## config.mk

```make
export PLATFORM = sky130hd
export DESIGN_NAME = csr_counter_arbiter
export DESIGN_NICKNAME = d
export VERILOG_FILES = /design/src/rtl/csr_counter_arbiter_pkg.sv /design/src/rtl/csr_counter_arbiter.sv
export SDC_FILE = /design/constraint.sdc
export NUM_CORES = 1
export LEC_CHECK = 0
export BUFFER_PORTS_ARGS = -buffer_cell sky130_fd_sc_hd__buf_2
export CORE_MARGIN = 3
export CORE_UTILIZATION = 35
export DETAILED_ROUTE_END_ITERATION = 8
export PLACE_DENSITY_LB_ADDON = 0.12
export SLEW_MARGIN = 0
export SYNTH_ARGS = -nofsm -noshare
export SYNTH_HDL_FRONTEND = slang
export SYNTH_SLANG_ARGS = --single-unit
```

## constraint.sdc

```tcl
create_clock -name clk -period 4.6 [get_ports clk]
set_input_delay 0.46 -clock clk [delete_from_list [all_inputs] [get_ports clk]]
set_output_delay 0.46 -clock clk [all_outputs]
set_load 0.01 [all_outputs]
```

## src/rtl/csr_counter_arbiter_pkg.sv

```systemverilog
// Shared definitions for the CSR counter read-port arbiter: counter op encodings
// (common with csrFile), debug counter selects and the debug read FSM states.
package csr_counter_arbiter_pkg;

  // Counter read op encodings, shared with csrFile.csrOp.
  localparam logic [1:0] CSR_CYCLE_LOW    = 2'd0;
  localparam logic [1:0] CSR_CYCLE_HIGH   = 2'd1;
  localparam logic [1:0] CSR_INSTRET_LOW  = 2'd2;
  localparam logic [1:0] CSR_INSTRET_HIGH = 2'd3;

  // Debug counter select values.
  localparam logic DBG_SEL_INSTRET = 1'b0;
  localparam logic DBG_SEL_CYCLE   = 1'b1;

  typedef enum logic [2:0] {
    StIdle,
    StRdHi1,
    StRdLo,
    StRdHi2,
    StResp
  } dbg_rd_state_e;

  // Op for the high or low half of the debug-selected counter.
  function automatic logic [1:0] dbg_op(input logic sel, input logic high);
    if (sel == DBG_SEL_CYCLE) begin
      return high ? CSR_CYCLE_HIGH : CSR_CYCLE_LOW;
    end
    return high ? CSR_INSTRET_HIGH : CSR_INSTRET_LOW;
  endfunction

endpackage

```

## src/rtl/csr_counter_arbiter.sv

```systemverilog
// Arbitrates the single csrFile counter read port between EX-stage CSR reads
// (absolute priority, combinational pass-through) and a debug port that returns a
// coherent 64-bit counter value using a high/low/high read with bounded retry.
module csr_counter_arbiter
  import csr_counter_arbiter_pkg::*;
#(
  parameter int unsigned MAX_RETRY = 3
) (
  input  logic        clk,
  input  logic        rst_n,
  // EX-stage CSR path
  input  logic        cpu_csr_req,
  input  logic [1:0]  cpu_csr_op,
  output logic [31:0] cpu_csr_rdata,
  // Debug request/response
  input  logic        dbg_req_valid,
  output logic        dbg_req_ready,
  input  logic        dbg_req_sel,
  output logic        dbg_rsp_valid,
  input  logic        dbg_rsp_ready,
  output logic [63:0] dbg_rsp_data,
  output logic        dbg_rsp_err,
  // csrFile read port
  output logic        csr_enable,
  output logic [1:0]  csr_op,
  input  logic [31:0] csr_rdata
);

  // A zero retry budget still needs a one-bit counter to stay legal.
  localparam int unsigned RetryW = (MAX_RETRY > 0) ? $clog2(MAX_RETRY + 1) : 1;
  localparam logic [RetryW-1:0] RetryMax = RetryW'(MAX_RETRY);

  dbg_rd_state_e     state_q;
  logic              sel_q;
  logic [RetryW-1:0] retry_q;
  logic [31:0]       hi1_q;
  logic [31:0]       lo_q;
  logic [63:0]       rsp_data_q;
  logic              rsp_err_q;
  logic              rsp_valid_q;
  logic              dbg_rd;

  // Port mux: CPU always wins; otherwise the debug FSM drives the half it needs.
  always_comb begin
    dbg_rd        = 1'b0;
    csr_op        = 2'd0;
    cpu_csr_rdata = cpu_csr_req ? csr_rdata : 32'd0;
    dbg_req_ready = (state_q == StIdle);
    unique case (state_q)
      StRdHi1, StRdHi2: begin
        dbg_rd = 1'b1;
        csr_op = dbg_op(sel_q, 1'b1);
      end
      StRdLo: begin
        dbg_rd = 1'b1;
        csr_op = dbg_op(sel_q, 1'b0);
      end
      default: ;
    endcase
    if (cpu_csr_req) begin
      csr_op = cpu_csr_op;
    end
    csr_enable = cpu_csr_req | dbg_rd;
  end

  assign dbg_rsp_valid = rsp_valid_q;
  assign dbg_rsp_data  = rsp_data_q;
  assign dbg_rsp_err   = rsp_err_q;

  // Debug read FSM with data latches; every RD_* state freezes while the CPU owns the port.
  always_ff @(posedge clk or negedge rst_n) begin
    if (!rst_n) begin
      state_q     <= StIdle;
      sel_q       <= DBG_SEL_INSTRET;
      retry_q     <= '0;
      hi1_q       <= 32'd0;
      lo_q        <= 32'd0;
      rsp_data_q  <= 64'd0;
      rsp_err_q   <= 1'b0;
      rsp_valid_q <= 1'b0;
    end else begin
      unique case (state_q)
        StIdle: begin
          if (dbg_req_valid) begin
            sel_q   <= dbg_req_sel;
            retry_q <= '0;
            state_q <= StRdHi1;
          end
        end
        StRdHi1: begin
          if (!cpu_csr_req) begin
            hi1_q   <= csr_rdata;
            state_q <= StRdLo;
          end
        end
        StRdLo: begin
          if (!cpu_csr_req) begin
            lo_q    <= csr_rdata;
            state_q <= StRdHi2;
          end
        end
        StRdHi2: begin
          if (!cpu_csr_req) begin
            if (csr_rdata == hi1_q) begin
              rsp_data_q  <= {hi1_q, lo_q};
              rsp_err_q   <= 1'b0;
              rsp_valid_q <= 1'b1;
              state_q     <= StResp;
            end else if (retry_q != RetryMax) begin
              // Torn read: the fresh high word becomes the reference for the re-read.
              retry_q <= retry_q + RetryW'(1);
              hi1_q   <= csr_rdata;
              state_q <= StRdLo;
            end else begin
              rsp_data_q  <= {csr_rdata, lo_q};
              rsp_err_q   <= 1'b1;
              rsp_valid_q <= 1'b1;
              state_q     <= StResp;
            end
          end
        end
        StResp: begin
          if (dbg_rsp_ready) begin
            rsp_valid_q <= 1'b0;
            state_q     <= StIdle;
          end
        end
        default: state_q <= StIdle;
      endcase
    end
  end

endmodule

```

-- Word-level counts from Yosys, hierarchy flattened
Cells that the tools add are included.
- add/sub/neg operators: 1
- equal/unequal tests: 15
- multiplexer cells: 37
- bitwise gates (word level): 2
- reductions and logical operators: 13
- operators by type and width (kind ; count):
    32-bit two-way mux ; 5
    64-bit two-way mux ; 2
    32-bit case mux with 2 select lines ; 1
    32-bit equality test ; 1
    3-bit two-way mux ; 7
    2-bit two-way mux ; 9
    2-bit inequality test (second input constant) ; 9
    3-bit case mux with 5 select lines ; 1
    5-bit AND reduction ; 3
    1-bit two-way mux ; 9
    2-bit case mux with 2 select lines ; 2
    3-bit by 2-bit equality test with 1-bit output (second input constant) ; 2
    2-bit nonzero test ; 3
    2-bit AND reduction ; 2
    4-bit AND reduction ; 1
    3-bit by 1-bit equality test with 1-bit output (second input constant) ; 1
    3-bit equality test (second input constant) ; 1
    3-bit zero test ; 1
    3-bit inequality test (second input constant) ; 1
    3-bit AND reduction ; 1
    3-bit OR reduction ; 1
    2-bit by 1-bit adder with 2-bit output (second input constant) ; 1
    1-bit case mux with 2 select lines ; 1
    2-bit OR reduction ; 1
    2 further kinds ; 2
- bits in registers: 136
- bits of input ports: 40

-- Logic depth before layout (Yosys ltp)
- word-level depth: 6
- mapped depth: 8
- mapped depth without buffers: 6

-- Worst setup path before layout
OpenSTA, ideal clock, no wires.
- kind: input to register
- start: in csr_rdata[18]
- end: reg hi1_q[11]
- library setup time: 0.125 ns
- arrival time: 2.018 ns
- data required time: 4.475 ns
- setup slack: 2.458 ns
- cell stages on the path: 7
- path buffers: 1
- cells stage by stage: xor2_1 nor4_1 nand2_1 o31a_1 o21bai_4 buf_6 mux2_2
- word-level cells in the longest chain between the ends: 3
- ends and longest elaborated chain (item ; RTL line ; text):
    start, declared ; csr_counter_arbiter.sv:26 ; input logic [31:0] csr_rdata
    32-bit equality test ; csr_counter_arbiter.sv:104 ; if (csr_rdata == hi1_q) begin
    2-bit inequality test (no line) ; - ;
    5-bit AND reduction (no line) ; - ;
    end signal, assigned ; csr_counter_arbiter.sv:92 ; hi1_q <= csr_rdata;
    end signal, assigned ; csr_counter_arbiter.sv:112 ; hi1_q <= csr_rdata;
    end, declared ; csr_counter_arbiter.sv:36 ; logic [31:0] hi1_q;
No other way between the ends.
A chain may end at the register's enable or synchronous reset.

-- Worst setup path after layout
- start: reg hi1_q[19]
- end: reg hi1_q[2]
- word-level cells in the longest chain between the ends: 3
- ends and longest elaborated chain (item ; RTL line):
    32-bit equality test ; csr_counter_arbiter.sv:104
    2-bit inequality test (no line) ; -
    5-bit AND reduction (no line) ; -
No other way between the ends.

==> results <==
- The worst setup path is launched from a flip-flop.
- The floorplan die height is between 100 and 150 um.
- The congestion estimate from routability-driven global placement came to between 0.7 and 0.8.
- The sequential fraction of the synthesis area is 0.590.
- Buffers inserted during clock tree synthesis total 17.
- Across the run, the number of max-cap violations was 0.
- The most frequently used flop master after synthesis is dfrtp_1.
- The worst vdd rail ir drop is 0.000275 V.
- The cell row count is 46.
- Tracing the worst setup path back leads to its startpoint at hi1_q[19]$_DFFE_PN0P_.
- TritonCTS built the clock tree.
- A synthesized cell averages 14.5 um^2.
- The register-to-register path setup slack is 1.71 ns.
- In the final timing run, aggregate negative setup slack is 0 ns.
- The required time reported for the critical path endpoint is 4.89 ns.
- The arrival time of the worst setup path is 3.17 ns.
- The final layout contains 584 nets.
- During placement, the flow inserted port buffers numbering 141.
- The aggregate global routing overflow is 0.
- After routing the design area is 0.00730 mm^2.
- The clock tree synthesis step divided the H-tree into 4 levels.
- Ranked by instance count, the synthesized netlist is headed by dfrtp_1, mux2_2, and2_1, xor2_1, nand2_1.
- In the final routed layout, each cell accounts on average for 16.0 um.
- The switching power summed over all nets is about 0.0015 W.
- The CTS clock-pin slew for the worst setup and hold paths is 0.06 ns.
- The beginning of the worst register-to-register path is hi1_q[19]$_DFFE_PN0P_.
- Of the total power, combinational logic draws 0.298.
- The number of max-slew violations in the final report is 0.
- At the pin with the least slew margin, the transition time is 0.951 ns.
- The count of flip-flops with a built-in enable after synthesis is 0.
- The number of antenna violations at the first check in global routing is 0.
- 0 antenna diodes ended up in the layout.
- For this run, asynchronously set or reset flops after synthesis account for 1.00.
- The switching fraction of total power is 0.289.
- The instance area at placement is approximately 0.0067 mm^2.
- The root buffer cell chosen for the clock tree is clkbuf_16.
- 142 I/O pins were placed.
- After detailed routing, the number of remaining DRC violations is 0.
- The internal power of the cells totals 0.00358 W.
- The synthesized flop and latch total is 136.
- In this run, the number of DRC markers left after iteration 0 of detailed routing was 102.
- The fraction of the cycle the final worst path needs is 0.627.
- No sink is reached through more buffers than the 2 on the longest clock path.
- The number of library cell types mapped by synthesis is 33.
- Counting every net in the synthesized netlist gives roughly 440.
- Entering global routing, the biggest net connects 96 pins.
- The count of antenna-violating nets left after detailed routing is 0.
- The endpoint identified for the worst register-to-register timing path is hi1_q[2]$_DFFE_PN0P_.
- The hold violation count in the final report is 0.
- The die is 134 um wide.
- Setup repair after global routing left no endpoint under its margin.
- The upper clock frequency limit is approximately 350 MHz.
- Compared with the post-synthesis result, the final layout area differs by 26.7%.
- The first global-routing pass estimated just under 20 mm of wire.
- For this design the static power due to leakage is about 3.6 nW.
- The total of hold buffers inserted after clock tree synthesis is 0.
- The clock skew after layout is 0.00841 ns.
- The via count of the first global-routing pass was 3693.
- dfrtp_1 is the most common cell in the netlist.
- The synthesized netlist occupies a cell area of 0.00577 mm^2.
- The synthesis warning total is 0.
- The minimum period implied by the final worst setup slack is 2.89 ns.
- dfrtp_1 takes more of the synthesized area than any other cell.
- The clock sink count is 136.
- The highest fanout seen on the critical path is 32.
- The core footprint is around 0.016 mm^2.
- In this run the worst hold path is classified as input pin to async pin.
- Dividing the detail-routed via count by the number of cells gives 4.64.
- In the final layout, the share of cells above drive strength 1 is 0.541.
- For this configuration, the core starts out at a cell density of 0.360.
- The worst setup path is of the flip-flop to flip-flop kind.
- The share of total power dissipated in sequential elements is 0.413.
- The logic depth of the worst register-to-register path is 6.
- Across every metal layer, demand over resource in global routing totals 0.142.
- The total setup buffers inserted after CTS is 0.
- Of the post-synthesis cell area, the dominant cell type holds 0.590.
- The count of TritonRoute iterations in the first routing pass is 4.
- In this run the tightest slew margin relative to its limit is 0.365.
- In this run, post-CTS repair resized a total of 0 instances.
- The endpoint type of the worst setup path is a flip-flop.
- The routed layout has 3585 vias.
- The number of filler instances in the final layout is 1551.
- Dividing total power by cell area gives a power density of 689 mW/mm^2.
- The die covers 0.0180 mm^2.
- In the post-synthesis netlist, the biggest area contributors are dfrtp_1, mux2_2, xor2_1, and2_1, buf_6.
- Setup violations remaining at the end of the flow were counted as 0.
- The final layout contains routed wiring with a total length of between 10 and 15 mm.
- The insertion delay to the later sink of the worst-skew pair is 0.41 ns.
- The HPWL after detailed placement is 8.46 mm.
- The gate count of the mapped netlist is 398.
- The run finished with clean final reports.
- The clock power share is 0.289.
critical path: stages, from the launching register on:
cell      delay, ns
dfrtp_1        0.38
xor2_1         0.14
nor4_1         0.51
nand2_1        0.14
o31a_1         0.39
o21bai_4       0.79
mux2_2         0.42
flip-flops by register name, summed over array words and instances (netlist names):
signal         flops
sel_q              1
lo_q              32
dbg_rsp_err        1
hi1_q             32
retry_q            2
dbg_rsp_valid      1
dbg_rsp_data      64
state_q            3
logic make-up after synthesis:
kind of cell / count (synthesis) / synth area share
DFF: 136 / 0.590
muxes: 129 / 0.252
and+or+nand+nor: 66 / 0.0645
xor gates and xnor gates: 32 / 0.0486
buffers and inverters: 21 / 0.0243
AOI/OAI and AO/OA: 13 / 0.0182
adders and majority gates: 1 / 0.00217
worst max-delay path by stage:
stage                                  to  slack, ns
detailed placement  hi1_q[11]$_DFFE_PN0P_       1.44
floorplan           hi1_q[11]$_DFFE_PN0P_       2.46
global route         hi1_q[2]$_DFFE_PN0P_       1.58
global placement    hi1_q[18]$_DFFE_PN0P_       1.49
CTS                  hi1_q[0]$_DFFE_PN0P_       1.66
finish               hi1_q[2]$_DFFE_PN0P_       1.71
metal layers:
layer,up-vias,wire [um],track usage,share of wire
met4,0,179,0.0492,0.014
li1,1683,-,-,-
met3,13,590,0.0424,0.048
met5,-,0,0,0
met2,84,5830,0.224,0.47
met1,1805,5770,0.189,0.47
through the flow:
step / power [W] / util / worst slack (ns) / instances / hold slack, ns
final: 0.00503 / 0.457 / 1.71 / 772 / 0.113
after global routing: 0.00536 / 0.457 / 1.58 / 772 / 0.212
after CTS: 0.00512 / 0.457 / 1.66 / 772 / 0.184
after detailed placement: 0.00363 / 0.416 / 1.44 / 740 / 0.479
after global placement: 0.00357 / 0.416 / 1.49 / 740 / 0.464
after floorplan: 0.00308 / - / 2.46 / 398 / 0.164
final cells by class:
class / instances / area [um^2] / share of cell area
clock buffers: 24 / 502 / 0.0687
clock inverters: 8 / 140 / 0.0192
inverters: 2 / 7.51 / 0.00103
multi-input cells: 241 / 2240 / 0.307
flip-flops and latches: 136 / 3400 / 0.466
well taps: 216 / 270 / 0.0370
repair buffers: 145 / 742 / 0.102
power groups by stage:
stage	combinational, W	clock (W)	sequential (W)
final	0.00150	0.00145	0.00208
after CTS	0.00154	0.00150	0.00208
after global placement	0.00150	0	0.00207
after global routing	0.00165	0.00155	0.00215
after detailed placement	0.00153	0	0.00210
after floorplan	0.000904	0	0.00217
cells in the final DEF (no fill, tap or decap), drive strengths merged:
cell type / Yosys / final
xor2: 32 / 32
nor3: 3 / 3
buf: 13 / 145
o21bai: 2 / 2
o31a: 1 / 1
mux2: 129 / 129
a21oi: 2 / 2
nor3b: 1 / 1
nor4: 8 / 8
and2: 32 / 32
o21ai: 3 / 3
a32o: 1 / 1
nand2: 10 / 10
a32oi: 1 / 1
clkbuf: 6 / 24
o41ai: 1 / 1
nor2: 7 / 7
a22o: 1 / 1
nand3b: 1 / 1
a221oi: 1 / 1
bufinv: 0 / 4
nor4b: 1 / 1
nand4: 1 / 1
or2: 1 / 1
clkinv: 0 / 4
dfrtp: 136 / 136
ha: 1 / 1
inv: 2 / 2
nor2b: 1 / 1
Power figures use the tool's default switching activity.
